===== config.mk =====
export PLATFORM = sky130hd
export DESIGN_NAME = dot_update_queue
export DESIGN_NICKNAME = d
export VERILOG_FILES = /design/src/rtl/dot_pkg.sv /design/src/rtl/dot_fifo.sv /design/src/rtl/dot_update_queue.sv
export SDC_FILE = /design/constraint.sdc
export NUM_CORES = 1
export LEC_CHECK = 0
export CORE_ASPECT_RATIO = 1.4
export CORE_MARGIN = 10
export CORE_UTILIZATION = 65
export CTS_BUF_LIST = sky130_fd_sc_hd__clkbuf_2
export CTS_CLUSTER_SIZE = 10
export DETAILED_ROUTE_END_ITERATION = 6
export GPL_TIMING_DRIVEN = 0
export PLACE_DENSITY = 0.92
export SLEW_MARGIN = 20
export SYNTH_ARGS = -nofsm -noshare
export SYNTH_HDL_FRONTEND = slang
export SYNTH_HIERARCHICAL = 1
export SYNTH_SLANG_ARGS = --single-unit

===== constraint.sdc =====
create_clock -name clk -period 21.4 [get_ports clk]
set_input_delay 4.28 -clock clk [delete_from_list [all_inputs] [get_ports clk]]
set_output_delay 4.28 -clock clk [all_outputs]
set_load 0.005 [all_outputs]

===== src/rtl/dot_pkg.sv =====
// Shared types for the dot update queue: screen geometry, drain FSM states, FIFO entry layout.
package dot_pkg;
  localparam int DOT_X_W  = 10;
  localparam int DOT_Y_W  = 9;
  localparam int DOT_ID_W = 32;
  localparam int SCREEN_W = 640;
  localparam int SCREEN_H = 480;

  typedef enum logic [1:0] {IDLE, WR_X, WR_Y, DONE} dot_state_e;

  typedef struct packed {
    logic [DOT_ID_W-1:0] id;
    logic [DOT_X_W-1:0]  x;
    logic [DOT_Y_W-1:0]  y;
  } dot_entry_t;

  // Saturate coordinates to the visible area.
  function automatic dot_entry_t clamp_entry(input dot_entry_t e);
    dot_entry_t r;
    r   = e;
    r.x = (e.x > DOT_X_W'(SCREEN_W-1)) ? DOT_X_W'(SCREEN_W-1) : e.x;
    r.y = (e.y > DOT_Y_W'(SCREEN_H-1)) ? DOT_Y_W'(SCREEN_H-1) : e.y;
    return r;
  endfunction
endpackage


===== src/rtl/dot_fifo.sv =====
// Synchronous first-word-fall-through FIFO of dot entries with registered full/empty.
module dot_fifo
  import dot_pkg::*;
#(
  parameter int DEPTH = 16
) (
  input  logic                     clk,
  input  logic                     reset,
  input  logic                     push,
  input  logic                     pop,
  input  dot_entry_t               wr_data,
  output dot_entry_t               rd_data,
  output logic                     full,
  output logic                     empty,
  output logic [$clog2(DEPTH):0]   count
);
  localparam int AW = $clog2(DEPTH);

  dot_entry_t          mem [DEPTH];
  logic [AW-1:0]       wr_ptr, rd_ptr;
  logic [AW:0]         count_nxt;
  logic                do_push, do_pop;

  assign do_pop    = pop && !empty;
  assign do_push   = push && (!full || do_pop);
  assign count_nxt = count + (AW+1)'(do_push) - (AW+1)'(do_pop);
  assign rd_data   = mem[rd_ptr];

  always_ff @(posedge clk) begin
    if (do_push) mem[wr_ptr] <= wr_data;
  end

  always_ff @(posedge clk) begin
    if (reset) begin
      wr_ptr <= '0;
      rd_ptr <= '0;
      count  <= '0;
      full   <= 1'b0;
      empty  <= 1'b1;
    end else begin
      if (do_push) wr_ptr <= wr_ptr + AW'(1);
      if (do_pop)  rd_ptr <= rd_ptr + AW'(1);
      count <= count_nxt;
      full  <= (count_nxt == (AW+1)'(DEPTH));
      empty <= (count_nxt == '0);
    end
  end
endmodule


===== src/rtl/dot_update_queue.sv =====
// Buffers CPU dot moves and replays them as held x/y field writes once per frame.
// Define DOT_RANGE_CLAMP_EN to saturate stored coordinates to 639/479.
module dot_update_queue
  import dot_pkg::*;
#(
  parameter int NUM_DOTS = 70,
  parameter int DEPTH    = 16,
  parameter int HOLD     = 4
) (
  input  logic                clk,
  input  logic                reset,
  input  logic                cpu_wren,
  input  logic [31:0]         cpu_id,
  input  logic [DOT_X_W-1:0]  cpu_x,
  input  logic [DOT_Y_W-1:0]  cpu_y,
  input  logic                frame_sync,
  output logic                dotWren,
  output logic                is_Yloc,
  output logic [31:0]         dotID,
  output logic [31:0]         dotLoc,
  output logic                full,
  output logic                overflow,
  output logic                frame_done
);
  localparam int CW = $clog2(DEPTH) + 1;
  localparam int HW = (HOLD > 1) ? $clog2(HOLD) : 1;

  dot_state_e    state, state_nxt;
  logic [HW-1:0] hold_cnt;
  logic [CW-1:0] drain_n, drained, count;
  logic          hold_last, pop, accept, id_ok, empty;
  dot_entry_t    wr_entry, raw_entry, head;

  assign id_ok     = cpu_id < 32'(NUM_DOTS);
  assign hold_last = hold_cnt == HW'(HOLD-1);
  assign pop       = (state == WR_Y) && hold_last;
  // A full FIFO still takes a push in the cycle the head leaves.
  assign accept    = cpu_wren && id_ok && (!full || pop);
  assign raw_entry = '{id: cpu_id, x: cpu_x, y: cpu_y};

`ifdef DOT_RANGE_CLAMP_EN
  assign wr_entry = clamp_entry(raw_entry);
`else
  assign wr_entry = raw_entry;
`endif

  dot_fifo #(.DEPTH(DEPTH)) u_fifo (
    .clk     (clk),
    .reset   (reset),
    .push    (accept),
    .pop     (pop),
    .wr_data (wr_entry),
    .rd_data (head),
    .full    (full),
    .empty   (empty),
    .count   (count)
  );

  always_ff @(posedge clk) begin
    if (reset) begin
      state    <= IDLE;
      hold_cnt <= '0;
      drain_n  <= '0;
      drained  <= '0;
      overflow <= 1'b0;
    end else begin
      state    <= state_nxt;
      hold_cnt <= ((state == WR_X || state == WR_Y) && !hold_last) ? hold_cnt + HW'(1) : '0;
      // Drain length is frozen at the frame boundary; later pushes wait a frame.
      if (state == IDLE && frame_sync && !empty) begin
        drain_n <= count;
        drained <= '0;
      end else if (pop) begin
        drained <= drained + CW'(1);
      end
      if (cpu_wren && !accept) overflow <= 1'b1;
    end
  end

  always_comb begin
    state_nxt  = state;
    dotWren    = 1'b0;
    is_Yloc    = 1'b0;
    dotID      = '0;
    dotLoc     = '0;
    frame_done = 1'b0;
    case (state)
      IDLE: if (frame_sync && !empty) state_nxt = WR_X;
      WR_X: begin
        dotWren = 1'b1;
        dotID   = head.id;
        dotLoc  = 32'(head.x);
        if (hold_last) state_nxt = WR_Y;
      end
      WR_Y: begin
        dotWren = 1'b1;
        is_Yloc = 1'b1;
        dotID   = head.id;
        dotLoc  = 32'(head.y);
        if (hold_last) state_nxt = (drained + CW'(1) < drain_n) ? WR_X : DONE;
      end
      DONE: begin
        frame_done = 1'b1;
        state_nxt  = IDLE;
      end
      default: state_nxt = IDLE;
    endcase
  end
endmodule

==> impl_summary.md, run 1 <==
Run status
The run finished with clean final reports.

Routing
The routed length per placed instance is 32.0 um. The number of vias in the routed layout is 18,457. For this block, the initial DRC count from the detailed router was 2,576. The via-per-instance ratio is 6.90. The routed design has 85.6 mm of wire. The first detailed-routing pass ran for 5 iterations. The number of routed nets with antenna violations is 0.

After detailed routing, the number of remaining DRC violations is 0.

Yosys
The prevailing post-synth register cell is edfxtp_1. The mean post-synth cell area is 21.4 um^2. The post-synthesis register bit count is 850.

The Yosys step of the flow raised 6 warnings. The number of distinct library cells after synthesis is 46. The post-synthesis instance area is 32,800 um^2. The fraction of the yosys area taken by sequential cells is 0.767. After synthesis, the share of flip-flops with an asynchronous set or reset is 0. Yosys mapped a number of flops with a built-in enable equal to 816. In the synthesized netlist, the number of instances is 1,534.

STA
The number of setup violations in the final report is 0. The total count of max-transition violations in the final report is 0. The share of the clock period used by the worst path is 0.421.

The pin slew with the least headroom to its limit is 1050 ps. The final-layout worst hold slack is 480 ps. The total negative slack is 0 ps.

The max-slew headroom at the worst pin is 0.300. Setup repair after global routing left no endpoint under its margin. The clock period could shrink to 9010 ps. The number of hold violations in the final report is 0.

The clock tree skew after final layout is 79.3 ps. Derived from the worst setup path, the maximum achievable clock frequency is 111 MHz.

Worst setup path
In this run the critical register-to-register path is captured at u_fifo/full. The worst register-to-register path begins at state[0]. The top fanout value on the critical path is 10. The type of the worst setup path is reg -> out. The worst path arrival time is 4730 ps. The setup check on the worst reg-to-reg path leaves a slack of 16,810 ps. The kind of start point of the critical path is a flip-flop. STA classifies the critical path endpoint as an output port.

The depth of the most critical reg-to-reg path is 17. The required time reported for the critical path endpoint is 17,120 ps.

Placed design
The routability-driven placement congestion ratio is 0.798. The final HPWL from detailed placement is 50.9 mm. Port buffering added 101 buffers.

Global route
The pin count of the biggest net entering global routing is 43. The via count of the first global-routing pass was 19,224. After global routing the overflow that remains totals 0. Across every metal layer, demand over resource in global routing totals 0.285. The initial antenna violation count is 7. The first global-routing pass estimated 126 mm of wire.

Pwr
IR analysis of the VDD net gives a maximum drop of 0.0433 mV. After layout, the design draws a total of 2.92 mW. The total power per unit cell area is 78.8 nW/um^2. The net switching component of the power is 0.679 mW.

Of the total power, registers draw 0.623. Cell internal power was estimated by the tool at 2.25 mW. Of the total power, the clock network draws 0.332. The switching power as a share of total power is 0.232. The power share of the combinational group is 0.045.

The cell leakage power is 12.1 nW.

Layout
The net count of the finished layout is 1,976. The filler cell count in the final layout is 2,575. The fraction of layout instances using a drive strength above 1 is 0.306. The growth of design area from synthesis to finish is 13.1%.

Clock tree
The clock root buffer master is clkbuf_2. The H-tree depth reported by CTS is 4. The CTS tree is done. For the worst-skew pair, the clock arrives at the later sink with an insertion delay of 1170 ps.

Counting every sink on the clock net gives 850. Once the clock tree was built, the setup fixing pass inserted 0 buffers. Clock-pin slew was measured on the worst setup and hold paths at 120 ps.

The clock passes through at most 3 buffers. Gates resized during post-CTS repair numbered 0. After clock tree synthesis, the flow added hold-fix buffers numbering 0. The number of clock buffers added by TritonCTS is 179.

Run
Across the run, the number of max-cap violations was 0.

Worst hold path
The worst hold path terminates at hold_cnt[0]. The min-delay analysis places its worst path in the category reg -> reg. The worst hold path begins at hold_cnt[0]. The cell depth of the worst min-delay path is 1.

Floorplanning
The die footprint is 60,000 um^2. The effective utilization at floorplan is 0.657. The I/O pin total is 124. The die extent in y is 286 um.

The floorplan die width is 210 um. The floorplan has 97 rows. The core box area is 50,000 um^2.
[stage by stage]
step | worst slack, ps | area, um^2 | util | cells
floorplan | 10660 | 32900 | - | 1555
global placement | 4180 | 34700 | 0.694 | 2299
detailed placement | 12800 | 35500 | 0.710 | 2361
CTS | 12530 | 37100 | 0.742 | 2671
global route | 12320 | 37100 | 0.743 | 2676
finish | 12390 | 37100 | 0.743 | 2676
[power groups by stage]
stage / sequential (mW) / clock [mW] / combinational [mW]
5_1_grt: 1.82 / 1.06 / 0.140
3_5_place_dp: 1.86 / 0 / 0.129
4_1_cts: 1.82 / 0.985 / 0.130
3_3_place_gp: 1.86 / 0 / 0.122
6_report: 1.82 / 0.972 / 0.130
2_1_floorplan: 1.86 / 0 / 0.0406
[routing by layer]
layer / global-route usage / share of wire / vias up
met4: 0.165 / 0.052 / 4
met2: 0.467 / 0.51 / 1770
met5: 0 / 0.00019 / -
met3: 0.0704 / 0.12 / 365
met1: 0.340 / 0.32 / 9154
li1: - / - / 7164
[worst max-delay path, cell delays in order (launching register included)]
cell	delay, ps
dfxtp_1	330
buf_2	180
clkbuf_1	700
buf_2	460
mux4_2	380
a22oi_1	370
nand2_1	180
a22oi_1	420
nor2b_1	90
clkdlybuf4s50_1	470
[worst max path at each step]
stage / slack (ps) / start / end / cells past startpoint
6_report: 12390 / flip-flop / dotLoc[1] / 9
5_1_grt: 12320 / flip-flop / dotLoc[1] / 9
4_1_cts: 12530 / flip-flop / dotLoc[1] / 9
3_5_place_dp: 12800 / cpu_id[29] / u_fifo/empty / 15
3_3_place_gp: 4180 / cpu_id[29] / u_fifo/mem[2][4] / 7
2_1_floorplan: 10660 / cpu_id[1] / u_fifo/mem[1][0] / 6
[cell usage after synthesis, drive strengths merged (3+ instances only)]
cell type	count	area, um^2
mux4	204	4590
nor2b	15	93.8
nor4	9	56.3
o21ai	3	15.0
nand2	57	216
and2	41	257
nand4	3	18.8
clkbuf	41	154
buf	62	434
nand2b	3	18.8
a22oi	111	833
nand3	4	20.0
dfxtp	34	681
xnor2	6	52.6
ha	21	263
inv	21	78.8
edfxtp	816	24500
mux2i	7	70.1
a21oi	6	30.0
xor2	8	70.1
nor2	32	120
o21a	3	22.5
[logic make-up (layout without fill, tap and decap cells)]
family,count (synthesis),in the layout,synth area share
buf+inv,124,597,0.0203
fa+ha+maj,22,22,0.00861
other cells,1,27,0.000114
compound gates,136,136,0.0310
simple gates,176,176,0.0271
flops,850,850,0.767
xor+xnor,14,14,0.00373
mux,211,211,0.142
[placed cells by master (no fill, tap or decap), drive strengths merged, types with 2 or more instances in the layout]
cell type | Yosys | layout
clkinv | 0 | 46
nor3b | 2 | 2
nor4 | 9 | 9
clkbuf | 41 | 294
xor2 | 8 | 8
a21oi | 6 | 6
diode | 0 | 5
ha | 21 | 21
nor2 | 32 | 32
nor4bb | 2 | 2
edfxtp | 816 | 816
clkdlybuf4s50 | 0 | 101
nand2 | 57 | 57
o21ai | 3 | 3
mux4 | 204 | 204
xnor2 | 6 | 6
nor3 | 2 | 2
nand4 | 3 | 3
a22oi | 111 | 111
o21a | 3 | 3
inv | 21 | 25
dfxtp | 34 | 34
bufinv | 0 | 4
nor4b | 2 | 2
or3 | 2 | 2
a21o | 2 | 2
mux2i | 7 | 7
nor2b | 15 | 15
buf | 62 | 124
and2 | 41 | 41
nand3 | 4 | 4
nand2b | 3 | 3
o2111ai | 2 | 2
clkinvlp | 0 | 3
conb | 1 | 22
a21boi | 2 | 2
[layout make-up]
cell class / count / area [um^2] / area share
Buffer: 103 / 588 / 0.0158
Tap cell: 643 / 805 / 0.0217
Timing Repair Buffer: 163 / 1700 / 0.0459
Clock buffer: 253 / 1270 / 0.0341
Clock inverter: 57 / 362 / 0.00974
Sequential cell: 850 / 25200 / 0.678
Inverter: 21 / 78.8 / 0.00212
Multi-Input combinational cell: 581 / 7130 / 0.192
Antenna cell: 5 / 12.5 / 0.000337
[state kept, by name (all words and copies together) (netlist names), named ones only]
register,flops
u_fifo/empty,1
u_fifo/mem,816
hold_cnt,2
state,2
drain_n,5
u_fifo/full,1
u_fifo/count,5
u_fifo/wr_ptr,4
drained,5
overflow,1
u_fifo/rd_ptr,4
Note: power is estimated with default switching activity, not from simulation.
==> inputs of run 2 (changes only) <==
--- a/config.mk
+++ b/config.mk
@@ -7,12 +7,12 @@
 export LEC_CHECK = 0
 export CORE_ASPECT_RATIO = 1.4
 export CORE_MARGIN = 10
-export CORE_UTILIZATION = 65
+export CORE_UTILIZATION = 63
 export CTS_BUF_LIST = sky130_fd_sc_hd__clkbuf_2
 export CTS_CLUSTER_SIZE = 10
 export DETAILED_ROUTE_END_ITERATION = 6
 export GPL_TIMING_DRIVEN = 0
-export PLACE_DENSITY = 0.92
+export PLACE_DENSITY = 0.9
 export SLEW_MARGIN = 20
 export SYNTH_ARGS = -nofsm -noshare
 export SYNTH_HDL_FRONTEND = slang
==> constraint.sdc (replaced) <==
create_clock -name clk -period 8.4 [get_ports clk]
set_input_delay 1.68 -clock clk [delete_from_list [all_inputs] [get_ports clk]]
set_output_delay 1.68 -clock clk [all_outputs]
set_load 0.005 [all_outputs]
==> run 2 against run 1 <==
Compared with the run above: clock-buffer cell count shrank 12; clock power grew 140%; clock skew grew 8.3 ps; power grew 150%; highest routed layer unchanged.
==> impl_summary.md, run 2 (synthesis results as in run 1) <==
Run status
The flow ran to the end, and the final reports show no timing, DRC or antenna violations.

Worst hold path
The tightest min-delay check is of the reg -> reg type. For hold timing, the worst endpoint is hold_cnt[0]. The startpoint identified for the worst hold timing path is hold_cnt[0].

Along the worst hold path, the cell count comes to 1.

STA
The max-slew headroom at the worst pin is 0.273. Setup slack on the critical path of the routed design comes to 2230 ps. Setup repair after global routing left no endpoint under its margin. The final critical delay including setup and external delays is 6170 ps.

The total count of max-transition violations in the final report is 0. Setup violations remaining at the end of the flow were counted as 0. The achievable clock frequency is 162 MHz. The clock tree skew after final layout is 87.6 ps.

The share of the clock period used by the worst path is 0.735. The number of hold violations in the final report was 0. At the pin with the least slew margin, the transition time is 1090 ps.

Clock tree
The later pin in the worst-skew pair is clocked with a latency of 1200 ps. The total of cells resized after clock tree synthesis is 0. The post-CTS clock slew at the launch and capture registers of the worst setup and hold paths is 110 ps. The number of buffers between clock root and the deepest sink is 3. In this run the clock root is driven by a clkbuf_2. The number of buffers inserted by post-CTS setup repair is 0. The clock drives 850 sinks. In this run the number of H-tree levels came out at 4. TritonCTS built the clock tree. The number of clock buffers added by TritonCTS is 173. The hold buffer count at CTS is 0.

Worst setup path
The top fanout value on the critical path is 10. The register-to-register setup slack is 3650 ps. The category of the worst setup path capture point is an output port.

At the worst endpoint, the arrival time is 4490 ps. The worst flop-to-flop path startpoint is state[0]. On the worst path, the slowest cell contributes a delay of 680 ps. Traced cell by cell, the critical path runs through nor2b_1 -> buf_1 -> clkbuf_1 -> a22oi_1 -> nand2_1 -> a22oi_1 -> nor2b_1 -> clkdlybuf4s50_1. The kind of start point of the critical path is a flip-flop.

The depth of the most critical reg-to-reg path is 17. The required time reported for the critical path endpoint is 6720 ps. The critical path in this run is classified as reg -> out. The capture point of the worst reg-to-reg path is u_fifo/full.

The highest-delay cell along the critical path is clkbuf_1.

Pwr
Of the total power, the clock network draws 0.317. Internal power comes to 5.57 mW. The highest ir drop seen on vdd is 0.108 mV.

Summed over all nets, the switching power comes to 1.72 mW. The power share of the combinational group is 0.046. Of the total power, the share spent switching nets is 0.236.

The share of total power dissipated in sequential elements is 0.637. Summed over all cells, the static leakage comes to 12.1 nW. The total power per unit cell area is 197 nW/um^2.

Placed design
The area of placed instances is 35,500 um^2. The routability-driven placement congestion ratio is 0.781. Before CTS, the worst setup slack after placement is 2090 ps. The number of buffer cells added on primary ports is 101. The HPWL after detailed placement is 51.6 mm. The total placed cells including tap cells is 2,369.

Routing
The routed length per placed instance is 31.0 um. The length of the first detailed-routing pass in iterations is 5. The number of routed nets with antenna violations is 0. The number of remaining DRC errors is 0.

The number of vias in the routed layout is 18,182. The iteration-0 DRC count of the detailed router is 2,644. The final layout contains routed wiring with a total length of 82.9 mm. Using the TritonRoute via totals, the vias-per-cell ratio works out to 6.79.

Layout
The register with the most flip-flops in the layout has 816 of them. In the layout the commonest cells are edfxtp_1 (816), clkbuf_2 (241), mux4_2 (204), a22oi_1 (111), clkdlybuf4s50_1 (101). The finished cells cover 37,000 um^2. The net total in the final layout is 1,971.

Ranked by flip-flop count, first place goes to u_fifo/mem. The library cell used most frequently in the layout, excluding fill and tap cells, is edfxtp_1. In the final layout, the share of cells above drive strength 1 is 0.297. The number of cells in the finished layout apart from fillers is 2,678. The filler cell count in the final layout is 2,681. The growth of design area from synthesis to finish is 12.8%.

Global route
For met2 alone, demand over resource in global routing was 0.439. The met1 usage in global routing is 0.336. In the global route stage, met3 resource usage came out at 0.0694. The remaining global-route overflow is 0. The total global routing track utilization is 0.274. The initial antenna violation count is 3.

The most used routing layer in global routing is met2. The via count of the first global-routing pass is 18,963. The pin count of the biggest net entering global routing is 41. The first global-routing pass estimated 123 mm of wire.

Floorplanning
The die is 290 um tall. The region available for standard cell placement spans 51,400 um^2. In this run the horizontal extent of the chip is 213 um. The die covers 61,800 um^2. The floorplan row count is 98.

The initial utilization of the core area, before any placement, comes to 0.639. The I/O pin total is 124.

Run
The number of max-cap violations is 0.
## run 2: cell count changes in the layout (fill, tap and decap cells not counted)
cell / delta
clkinv_4: +3
buf_4: -6
clkbuf_2: -12
bufinv_16: -4
buf_2: +5
diode_2: -2
buf_6: +1
buf_12: -1
clkinv_2: -7
clkinv_1: +16
buf_16: +2
## run 2: layout make-up
class	instances	area (um^2)	share of cell area
sequential	850	25200	0.680
multi-input combinational	581	7130	0.193
timing repair buffer	164	1730	0.0467
clock buffer	241	1210	0.0326
tap	650	813	0.0220
buffer	103	588	0.0159
clock inverter	65	293	0.00791
inverter	21	78.8	0.00213
antenna	3	7.51	0.000203
## run 2: through the flow
step / setup TNS, ps / hold slack, ps / util / power (mW)
after floorplan: 0 / 407 / - / 4.84
final: 0 / 446 / 0.721 / 7.28
after global placement: -1265140 / 415 / 0.676 / 5.05
after global routing: 0 / 477 / 0.721 / 7.54
after detailed placement: 0 / 431 / 0.692 / 5.07
after CTS: 0 / 447 / 0.721 / 7.32
## run 2: critical path: cells and delay by family, from the launching register on
kind / cells / cell delay, ps
buf+inv: 3 / 1830
simple gates: 3 / 760
flops: 1 / 440
compound gates: 2 / 280
## run 2: how the worst max path moves through the flow
stage,from,to,slack (ps),depth (start not counted)
detailed placement,cpu_id[9],u_fifo/full,2090,15
CTS,flip-flop,dotLoc[2],2270,9
global route,flip-flop,dotLoc[2],2150,9
finish,flip-flop,dotLoc[8],2230,8
global placement,cpu_id[17],u_fifo/mem[3][7],-6110,7
floorplan,cpu_id[1],u_fifo/mem[1][0],260,6
## run 2: power by group through the flow
| stage | Sequential (mW) | Combinational (mW) | Clock (mW) |
|---|---|---|---|
| 6_report | 4.64 | 0.333 | 2.31 |
| 5_1_grt | 4.64 | 0.357 | 2.54 |
| 4_1_cts | 4.64 | 0.332 | 2.34 |
| 3_5_place_dp | 4.74 | 0.328 | 0 |
| 3_3_place_gp | 4.74 | 0.310 | 0 |
| 2_1_floorplan | 4.74 | 0.103 | 0 |
## run 2: per-layer routing
layer	share of wire	wire length, um	vias to the layer above
li1	-	-	7164
met1	0.32	26800	9068
met2	0.50	41800	1603
met3	0.12	9770	345
met4	0.056	4620	2
met5	0.00023	19	-
==> inputs of run 3 (changes only) <==
==> constraint.sdc (replaced) <==
create_clock -name clk -period 6.15 [get_ports clk]
set_input_delay 1.23 -clock clk [delete_from_list [all_inputs] [get_ports clk]]
set_output_delay 1.23 -clock clk [all_outputs]
set_load 0.005 [all_outputs]
==> results of run 3 <==
Same layout as run 2 (identical final DEF). Status: finished clean.
Main changes from that run: setup slack after placement 2090 ps -> 295 ps; setup slack after layout 2230 ps -> 429 ps; register-to-register setup slack 3650 ps -> 1400 ps; total power 7.28 mW -> 9.95 mW; worst IR drop on VDD 0.108 mV -> 0.148 mV
